===== src/rtl/pix_uart_tx.sv =====
// pix_uart_tx - pixel return path to the host over a single UART TX line.
// Processed 12-bit pixels arrive on a valid strobe with no backpressure.
// They are queued in a small FIFO and sent as two 8N1 bytes, high nibble first.
// Build option: define YUV_DECODE_EN to decode {Y,Ur,Vr} to {R,G,B} before the FIFO.
//
// state   | meaning
// --------+----------------------------------------------------------
// S_IDLE  | line idle high; pops the next pixel when the FIFO has one
// S_START | start bit (0) of the current byte
// S_DATA  | data bits of the current byte, LSB first
// S_STOP  | stop bit (1); chains into byte1 or ends the pixel frame
module pix_uart_tx #(
   parameter int CLKS_PER_BIT = 868,
   parameter int FIFO_DEPTH   = 16,
   parameter int ADDR_W       = 4
) (
   input  logic        clk,
   input  logic        rst,
   input  logic [11:0] pix_in,
   input  logic        pix_valid,
   output logic        tx,
   output logic        busy,
   output logic        fifo_empty,
   output logic        fifo_full,
   output logic        overflow,
   output logic        pix_sent
);

   localparam int TMR_W = (CLKS_PER_BIT > 2) ? $clog2(CLKS_PER_BIT) : 1;
   localparam logic [TMR_W-1:0]  C_RELOAD = TMR_W'(CLKS_PER_BIT - 1);
   localparam logic [ADDR_W:0]   C_DEPTH  = (ADDR_W + 1)'(FIFO_DEPTH);

   typedef enum logic [1:0] {
      S_IDLE  = 2'd0,
      S_START = 2'd1,
      S_DATA  = 2'd2,
      S_STOP  = 2'd3
   } state_t;

   // ------------------------------------------------------------------
   // Input decode
   // ------------------------------------------------------------------
   logic [11:0] w_pix_wr;

`ifdef YUV_DECODE_EN
   logic [3:0] w_y;
   logic [3:0] w_ur;
   logic [3:0] w_vr;
   logic [4:0] w_uv_sum;
   logic [3:0] w_g;
   logic [3:0] w_r;
   logic [3:0] w_b;

   assign w_y      = pix_in[11:8];
   assign w_ur     = pix_in[7:4];
   assign w_vr     = pix_in[3:0];
   // Sum is kept at 5 bits so the carry survives the shift.
   assign w_uv_sum = {1'b0, w_ur} + {1'b0, w_vr};
   assign w_g      = w_y - {1'b0, w_uv_sum[4:2]};
   assign w_r      = w_ur + w_g;
   assign w_b      = w_vr + w_g;
   assign w_pix_wr = {w_r, w_g, w_b};
`else
   assign w_pix_wr = pix_in;
`endif

   // ------------------------------------------------------------------
   // Pixel FIFO
   // ------------------------------------------------------------------
   logic [11:0]       r_mem [FIFO_DEPTH];
   logic [ADDR_W-1:0] r_wr_ptr;
   logic [ADDR_W-1:0] r_rd_ptr;
   logic [ADDR_W:0]   r_count;
   logic              r_overflow;
   logic              w_full;
   logic              w_empty;
   logic              w_wr_en;
   logic              w_pop;

   assign w_full  = (r_count == C_DEPTH);
   assign w_empty = (r_count == '0);
   // A full FIFO drops the write even if a pop frees a slot on the same edge.
   assign w_wr_en = pix_valid & ~w_full;

   // Storage array; contents need no reset since count gates every read.
   always_ff @(posedge clk) begin
      if (w_wr_en) begin
         r_mem[r_wr_ptr] <= w_pix_wr;
      end
   end

   // Pointers, occupancy and the sticky drop flag.
   always_ff @(posedge clk or posedge rst) begin
      if (rst) begin
         r_wr_ptr   <= '0;
         r_rd_ptr   <= '0;
         r_count    <= '0;
         r_overflow <= 1'b0;
      end else begin
         if (w_wr_en) begin
            r_wr_ptr <= r_wr_ptr + 1'b1;
         end
         if (w_pop) begin
            r_rd_ptr <= r_rd_ptr + 1'b1;
         end
         case ({w_wr_en, w_pop})
            2'b10:   r_count <= r_count + 1'b1;
            2'b01:   r_count <= r_count - 1'b1;
            default: r_count <= r_count;
         endcase
         if (pix_valid && w_full) begin
            r_overflow <= 1'b1;
         end
      end
   end

   // ------------------------------------------------------------------
   // Serializer FSM
   // ------------------------------------------------------------------
   state_t            r_state;
   state_t            w_state_nxt;
   logic [11:0]       r_hold;
   logic [11:0]       w_hold_nxt;
   logic              r_byte_sel;
   logic              w_byte_sel_nxt;
   logic [2:0]        r_bit_idx;
   logic [2:0]        w_bit_idx_nxt;
   logic [TMR_W-1:0]  r_timer;
   logic [TMR_W-1:0]  w_timer_nxt;
   logic              r_tx;
   logic              w_tx_nxt;
   logic              r_pix_sent;
   logic              w_pix_sent_nxt;
   logic [7:0]        w_byte;
   logic              w_tmr_done;

   // byte0 carries the top nibble zero-extended, byte1 the low eight bits.
   assign w_byte     = r_byte_sel ? r_hold[7:0] : {4'h0, r_hold[11:8]};
   assign w_tmr_done = (r_timer == '0);

   // State and datapath registers; tx idles high out of reset.
   always_ff @(posedge clk or posedge rst) begin
      if (rst) begin
         r_state    <= S_IDLE;
         r_hold     <= '0;
         r_byte_sel <= 1'b0;
         r_bit_idx  <= '0;
         r_timer    <= '0;
         r_tx       <= 1'b1;
         r_pix_sent <= 1'b0;
      end else begin
         r_state    <= w_state_nxt;
         r_hold     <= w_hold_nxt;
         r_byte_sel <= w_byte_sel_nxt;
         r_bit_idx  <= w_bit_idx_nxt;
         r_timer    <= w_timer_nxt;
         r_tx       <= w_tx_nxt;
         r_pix_sent <= w_pix_sent_nxt;
      end
   end

   // Next-state logic: the bit timer reloads at every bit boundary and
   // counts down; terminal count at zero ends the current bit.
   always_comb begin
      w_state_nxt    = r_state;
      w_hold_nxt     = r_hold;
      w_byte_sel_nxt = r_byte_sel;
      w_bit_idx_nxt  = r_bit_idx;
      w_timer_nxt    = r_timer;
      w_tx_nxt       = r_tx;
      w_pix_sent_nxt = 1'b0;
      w_pop          = 1'b0;

      case (r_state)
         S_IDLE: begin
            w_tx_nxt = 1'b1;
            if (!w_empty) begin
               w_pop          = 1'b1;
               w_hold_nxt     = r_mem[r_rd_ptr];
               w_byte_sel_nxt = 1'b0;
               w_tx_nxt       = 1'b0;
               w_timer_nxt    = C_RELOAD;
               w_state_nxt    = S_START;
            end
         end

         S_START: begin
            if (w_tmr_done) begin
               w_bit_idx_nxt = 3'd0;
               w_tx_nxt      = w_byte[0];
               w_timer_nxt   = C_RELOAD;
               w_state_nxt   = S_DATA;
            end else begin
               w_timer_nxt = r_timer - 1'b1;
            end
         end

         S_DATA: begin
            if (w_tmr_done) begin
               w_timer_nxt = C_RELOAD;
               if (r_bit_idx == 3'd7) begin
                  w_tx_nxt    = 1'b1;
                  w_state_nxt = S_STOP;
               end else begin
                  w_bit_idx_nxt = r_bit_idx + 3'd1;
                  w_tx_nxt      = w_byte[r_bit_idx + 3'd1];
               end
            end else begin
               w_timer_nxt = r_timer - 1'b1;
            end
         end

         S_STOP: begin
            if (w_tmr_done) begin
               if (!r_byte_sel) begin
                  // Second byte of the pixel follows with no idle gap.
                  w_byte_sel_nxt = 1'b1;
                  w_tx_nxt       = 1'b0;
                  w_timer_nxt    = C_RELOAD;
                  w_state_nxt    = S_START;
               end else begin
                  w_pix_sent_nxt = 1'b1;
                  w_state_nxt    = S_IDLE;
               end
            end else begin
               w_timer_nxt = r_timer - 1'b1;
            end
         end

         default: begin
            w_tx_nxt    = 1'b1;
            w_state_nxt = S_IDLE;
         end
      endcase
   end

   // ------------------------------------------------------------------
   // Outputs
   // ------------------------------------------------------------------
   // tx is forced high by reset without waiting for the register to settle.
   assign tx         = r_tx | rst;
   assign busy       = (r_state != S_IDLE);
   assign fifo_empty = w_empty;
   assign fifo_full  = w_full;
   assign overflow   = r_overflow;
   assign pix_sent   = r_pix_sent;

endmodule


===== config.mk =====
export PLATFORM = sky130hd
export DESIGN_NAME = pix_uart_tx
export DESIGN_NICKNAME = d
export VERILOG_FILES = /design/src/rtl/pix_uart_tx.sv
export SDC_FILE = /design/constraint.sdc
export NUM_CORES = 1
export LEC_CHECK = 0
export CELL_PAD_IN_SITES_DETAIL_PLACEMENT = 0
export CELL_PAD_IN_SITES_GLOBAL_PLACEMENT = 1
export CORE_ASPECT_RATIO = 0.7
export CORE_MARGIN = 2
export CORE_UTILIZATION = 40
export CTS_CLUSTER_DIAMETER = 40
export DETAILED_ROUTE_END_ITERATION = 6
export GPL_TIMING_DRIVEN = 0
export PLACE_DENSITY = 0.69
export SLEW_MARGIN = 10
export SYNTH_ARGS = -nofsm -noshare
export SYNTH_HDL_FRONTEND = slang
export SYNTH_SLANG_ARGS = --single-unit

===== constraint.sdc =====
create_clock -name clk -period 4.5 [get_ports clk]
set_clock_uncertainty 0.2 [all_clocks]
set_input_delay 0.9 -clock clk [delete_from_list [all_inputs] [get_ports clk]]
set_output_delay 0.9 -clock clk [all_outputs]
set_load 0.05 [all_outputs]

==> impl_metrics.yaml, run 1 <==
timing:
  timing.final.hold_violations: 0
  final.min_clock_period_ps: 3790
  rsz_0062_raised_after_global_routing: "no"
  fin_crit_sh_pct: 84.2
  final_critical_path_setup_slack_ps: 710
  report.final.setup_viol: 0
  worst_slew_margin_rel_pct: 20.8
  final_max_slew_viol_count: 0
  worst_pin_slew_ps: 1180
  worst_hold_slack_ps: 262
  maximum_operating_frequency_ghz: 0.264
clocking:
  cts-hold-fix-buffers: 0
  post_cts_sizing: 0
  clockBufferDepth: 3
  setup_fix_bufs_post_cts: 0
  tritoncts: "yes"
  cts.sink_count: 236
  clock_insertion_delay_at_the_later_pin_of_the_skew_report_ps: 530
  htreeDepth: 1
  clk_transition_reported_paths_ps: 60
  clk_root_buffer_cell: "clkbuf_16"
  cts_made_buffers: 28
floorplan:
  placementRows: 48
  floorplan.initialDensity_pct: 40.5
  pin_count: 21
  die_height_um: 136
  die_x_um: 192
  core_area_um2: 24600
  die-area_um2: 26200
synthesis:
  synth_area_leaders: "edfxtp_1 (58%), mux4_2 (12%), dfrtp_1 (11%), ha_1 (2.3%), mux2_2 (1.6%)"
  synth-seq-area-share_pct: 69.1
  cell_count_after_synthesis: 565
  netlist_top_cells_count: "edfxtp_1 (192), mux4_2 (51), dfrtp_1 (43)"
  yosys.area.top_type: "edfxtp_1"
  synth.distinct_cells: 65
  synth.top_cell.area_share_pct: 58.0
  dominantRegCellSynth: "edfxtp_1"
  ys_ff_latch: 236
  synth_area_per_cell_um2: 17.6
  synthesis.nets: 598
  ys_async_sr_fraction_pct: 18.6
  synth.most_common_cell: "edfxtp_1"
  netlist_area_um2: 9950
  number_of_flops_mapped_to_enable_cells_by_yosys: 192
  ys_warns: 0
flow_run:
  timing.max_cap.violations: 0
worst_setup_path:
  timing.critical_path.required_ps: 3400
  crit_path_start_kind: "flip-flop"
  critPathSlowestCell: "clkdlybuf4s50_1"
  crit_end_category: "primary output"
  cp_cell_sequence: "buf_6 > or4_4 > buf_6 > nor2_1 > clkdlybuf4s50_1"
  timing.critical_path.buf_inv: 3
  critical_path_class: "flip-flop to primary output"
  timing.critical_path.arrival_ps: 2690
  cpPeakStageDelay_ps: 830
  path_max_fanout: 8
  critical_path.top_delay_family: "buffers and inverters"
  worst_path_most_repeated_cell: "buf_6"
cells_and_area:
  finish.instance_area_um2: 11600
  num-fill-cells: 2049
  num-nets-final: 659
  layout_cell_share_with_drive_strength_beyond_1_pct: 25.3
  final_standard_cell_count_with_taps_included_and_fillers_excluded: 974
  syn2layout_area_growth_pct: 17.0
route:
  via_per_inst: 5.57
  detailedRoute.firstIterationViolations: 544
  wl_per_cell_um: 22.2
  drt_wl_total_um: 21600
  ant_nets: 0
  detail_route.first_pass.iterations: 4
  vias: 5424
  drc: 0
placed_design:
  detailed_place_hpwl_um: 14800
  placed_area_um2: 10700
  final_weighted_congestion_in_routability_driven_placement: 0.862
  dpl.cell_count: 921
  placement.io_buffers: 20
  place_worst_setup_slack_ps: 574
global_route:
  initial_antenna_violation_count: 0
  via_count_of_the_first_global_routing_pass: 5461
  grt_pass1_wl_um: 32900
  total_congestion_overflow: 0
  gr-usage-all-layers_pct: 17.2
  maximum_number_of_pins_on_one_net_before_global_route_repair: 27
min_path:
  tightest_hold_check_type: "flip-flop to flip-flop"
run_status:
  run_status: "completed"
power:
  power-per-cell-area_nw_per_um2: 465
  p_leak_nw: 3.89
  ir_drop_v: 0.000328
==> layout make-up <==
cell class / instances / area [um^2] / share of cell area [%]
diodes: 1 / 2.50 / 0.0215
plain buffers: 30 / 158 / 1.36
clock buffers: 33 / 741 / 6.37
clock inverters: 19 / 164 / 1.41
inverters: 14 / 52.6 / 0.452
multi-input cells: 285 / 2920 / 25.1
flip-flops and latches: 236 / 6870 / 59.0
well taps: 325 / 407 / 3.50
repair buffers: 31 / 325 / 2.80
==> metal layers <==
metal / GRT usage (%) / vias up / share of wire (%)
li1: - / 2401 / -
met3: 3.28 / 24 / 6.3
met4: 3.65 / 0 / 1.6
met2: 25.5 / 170 / 44
met1: 26.6 / 2829 / 48
met5: 0 / - / 0
==> worst register-to-register path, cell delays in order (launching register included) <==
cell	delay [ps]
dfrtp_1	370
buf_6	130
or4_4	530
buf_6	150
o21a_1	170
buf_6	140
buf_2	210
ha_1	220
clkbuf_1	200
xor2_1	180
ha_1	210
nor2_1	60
o41ai_1	380
a21oi_1	120
xnor2_1	150
==> power breakdown <==
part	switching, W	internal [W]
registers	0.0000694	0.00259
clock network	0.000897	0.00126
logic	0.000384	0.000211
total	0.00135	0.00406
==> flip-flops by register name (all words and copies together) (netlist names) <==
name	flops
r_state	2
r_hold	12
r_count	5
overflow	1
r_wr_ptr	4
r_mem	192
r_timer	10
pix_sent	1
r_tx	1
r_bit_idx	3
r_byte_sel	1
r_rd_ptr	4
==> kinds of logic after synthesis <==
group / count (synthesis) / synth area share, %
adder cells (fa/ha/maj): 18 / 2.26
buffers and inverters: 44 / 2.11
AO/OA/AOI/OAI: 87 / 6.16
multiplexers: 73 / 14.0
AND/OR/NAND/NOR: 96 / 5.42
flip-flops: 236 / 69.1
XOR/XNOR: 11 / 0.969
==> cell usage in the layout (no fill, tap or decap), drive strengths merged, types with 3 or more instances in the layout <==
cell type / netlist / final
a211oi: 16 / 16
nor2: 22 / 22
or3: 6 / 6
mux2i: 5 / 5
o22ai: 12 / 12
a22o: 4 / 4
clkinv: 1 / 12
xor2: 3 / 3
mux4: 51 / 51
dfrtp: 43 / 43
clkbuf: 14 / 47
nand4: 4 / 4
clkdlybuf4s50: 0 / 20
nand2b: 4 / 4
nand2: 12 / 12
nand3: 6 / 6
and2: 3 / 3
o2bb2ai: 3 / 3
nor3: 14 / 14
a21oi: 19 / 19
nor2b: 15 / 15
ha: 18 / 18
xnor2: 8 / 8
a31oi: 4 / 4
edfxtp: 192 / 192
clkinvlp: 0 / 3
inv: 13 / 17
buf: 16 / 27
mux2: 17 / 17
o21ai: 5 / 5
==> final timing paths <==
path	startpoint	end	slack, ps	cells past startpoint
setup / recovery	r_count[1]	fifo_empty	710	5
hold / removal	overflow	overflow	260	1
setup reg to reg	r_count[1]	r_count[4]	950	14
hold reg to reg	overflow	overflow	260	1
max in group asynchronous	rst	r_tx	2980	3
min in group asynchronous	rst	r_timer[8]	550	2
==> metrics by stage <==
stage                     utilization, %  TNS, ps  power [W]
after global routing                47.3        0    0.00562
final                               47.4        0    0.00541
after CTS                           47.3        0    0.00546
after detailed placement            43.6        0    0.00330
after global placement              43.0    -7130    0.00322
after floorplan                        -        0    0.00304
(Power assumes the default switching activity.)
==> run 2, diff against run 1 <==
--- a/config.mk
+++ b/config.mk
@@ -13,7 +13,7 @@
 export CTS_CLUSTER_DIAMETER = 40
 export DETAILED_ROUTE_END_ITERATION = 6
 export GPL_TIMING_DRIVEN = 0
-export PLACE_DENSITY = 0.69
+export PLACE_DENSITY = 0.71
 export SLEW_MARGIN = 10
 export SYNTH_ARGS = -nofsm -noshare
 export SYNTH_HDL_FRONTEND = slang
==> constraint.sdc (replaced) <==
create_clock -name clk -period 3.3 [get_ports clk]
set_clock_uncertainty 0.2 [all_clocks]
set_input_delay 0.66 -clock clk [delete_from_list [all_inputs] [get_ports clk]]
set_output_delay 0.66 -clock clk [all_outputs]
set_load 0.05 [all_outputs]
==> run 2 against run 1 <==
Effect of this change: clock-buffer cell count is 3 lower; critical path depth fell by 1; power up 35%; die area stayed put; routed wire length decreased by 2.8%; utilization fell by 0.41 points; flip-flop and latch count unchanged; combinational power rose by 31%; design area decreased by 0.87%; worst setup slack worse by 580 ps; critical endpoint is now busy.
==> impl_metrics.yaml, run 2 (synthesis results as in run 1) <==
worst_setup_path:
  crit_path_start_kind: "flip-flop"
  critical_path.top_delay_family: "buffers and inverters"
  worst_path_most_repeated_cell: "inv_1"
  timing.critical_path.arrival_ps: 2310
  timing.critical_path.required_ps: 2440
  timing.critical_path.buf_inv: 3
  critPathSlowestCell: "clkdlybuf4s50_1"
  path_max_fanout: 5
  cpPeakStageDelay_ps: 830
  critical_path_class: "flip-flop to primary output"
  cp_cell_sequence: "inv_1 > ha_1 > inv_1 > clkdlybuf4s50_1"
  crit_end_category: "primary output"
power:
  power.share.combinational_pct: 10.7
  power.share.sequential_pct: 49.7
  power.share.clock_pct: 39.5
  finalPower_w: 0.00729
  ir_drop_v: 0.000452
  intPower_w: 0.00548
  sw_frac_of_total_pct: 24.8
  power-per-cell-area_nw_per_um2: 632
  power_switching_w: 0.00181
  p_leak_nw: 3.86
cells_and_area:
  registers.top_by_ff_count: "r_mem"
  layout.cells.most_common: "edfxtp_1"
  reg_top3: "r_mem x192, r_hold x12, r_timer x10"
  num-nets-final: 651
  layout.cells.most_common_list: "edfxtp_1 (192), mux4_2 (51), dfrtp_1 (43)"
  num-fill-cells: 2029
  final_standard_cell_count_with_taps_included_and_fillers_excluded: 964
  ff_latch_area_um2: 6870
  largest_register_ffs: 192
  multiInputGateArea_um2: 2930
  layout_cell_share_with_drive_strength_beyond_1_pct: 24.7
  syn2layout_area_growth_pct: 15.9
  antenna_cells_inserted: 0
  finish.instance_area_um2: 11500
placed_design:
  final_weighted_congestion_in_routability_driven_placement: 0.855
  dpl.cell_count: 915
  placement.io_buffers: 20
  detailed_place_hpwl_um: 14100
  placed_area_um2: 10700
timing:
  report.final.setup_viol: 0
  worst_pin_slew_ps: 1280
  final.min_clock_period_ps: 3170
  maximum_operating_frequency_ghz: 0.316
  timing.final.hold_violations: 0
  fin_crit_sh_pct: 95.9
  rsz_0062_raised_after_global_routing: "no"
  worst_slew_margin_rel_pct: 14.4
  final_max_slew_viol_count: 0
global_route:
  grt_pass1_wl_um: 31700
  global_route.usage.met3_pct: 3.05
  via_count_of_the_first_global_routing_pass: 5219
  gr-usage-all-layers_pct: 16.5
  total_congestion_overflow: 0
  grt.busiest_layer: "met1"
  globalRouteMet1Util_pct: 25.8
  grt_util_met2_pct: 23.5
  maximum_number_of_pins_on_one_net_before_global_route_repair: 29
  initial_antenna_violation_count: 0
floorplan:
  die_height_um: 136
  pin_count: 21
  placementRows: 48
  core_area_um2: 24600
  die-area_um2: 26200
  die_x_um: 192
  floorplan.initialDensity_pct: 40.5
flow_run:
  timing.max_cap.violations: 0
route:
  detail_route.first_pass.iterations: 5
  detailedRoute.firstIterationViolations: 686
  drt_wl_total_um: 21000
  drc: 0
  via_per_inst: 5.57
  ant_nets: 0
  wl_per_cell_um: 21.8
  vias: 5366
clocking:
  clk_transition_reported_paths_ps: 60
  htreeDepth: 1
  clock_insertion_delay_at_the_later_pin_of_the_skew_report_ps: 550
  cts_made_buffers: 27
  tritoncts: "yes"
  cts-hold-fix-buffers: 0
  setup_fix_bufs_post_cts: 0
  clk_root_buffer_cell: "clkbuf_16"
  clockBufferDepth: 3
  cts.sink_count: 236
min_path:
  tightest_hold_check_type: "flip-flop to flip-flop"
run_status:
  run_status: "completed"
[run 2: changes by cell type in the layout (fill, tap and decap cells not counted), moves of 2 or more]
cell             before  now
clkbuf_16            29   27
buf_6                12    6
clkbuf_1             18   16
clkinv_1              3    5
clkdlybuf4s50_1      20   18
[run 2: layer usage]
layer,part of all wire (%),up-vias
met5,0,-
met4,2.2,0
met3,5.6,34
met2,43,165
met1,49,2774
li1,-,2393
[run 2: final timing paths]
check / start / end / slack, ps / cells after the start
min in group asynchronous: rst / r_byte_sel / 280 / 2
max in group asynchronous: rst / r_tx / 2040 / 3
worst max-delay path: r_state[0] / busy / 130 / 4
worst min register to register: overflow / overflow / 250 / 1
worst min-delay path: overflow / overflow / 250 / 1
worst max register to register: r_count[1] / r_count[4] / 140 / 13
[run 2: timing repair]
item                                    4_1_cts  5_1_grt
gates cloned                                  0        0
resized for setup                             5        5
endpoints found under the setup margin        3        3
pin swaps                                     0        1
[run 2: final cells by class]
class	instances	area share [%]
multi-input cells	285	25.4
inverters	14	0.456
well taps	325	3.53
plain buffers	29	1.33
clock inverters	20	1.57
repair buffers	25	2.21
clock buffers	30	5.96
flip-flops and latches	236	59.6
[run 2: power by group through the flow]
stage          sequential, W  combinational [W]  clock [W]
4_1_cts              0.00363           0.000785    0.00292
2_1_floorplan        0.00368           0.000474          0
6_report             0.00363           0.000783    0.00288
5_1_grt              0.00365           0.000860    0.00304
3_3_place_gp         0.00368           0.000710          0
3_5_place_dp         0.00369           0.000775          0
[run 2: per-stage QoR]
stage          utilization (%)  hold WS [ps]  setup WS (ps)  setup TNS [ps]
3_3_place_gp              43.0           238          -1100          -97880
6_report                  46.9           253            135               0
2_1_floorplan                -           246            149               0
4_1_cts                   46.9           258           5.98               0
5_1_grt                   46.9           269          0.502               0
3_5_place_dp              43.4           244           -408          -25470
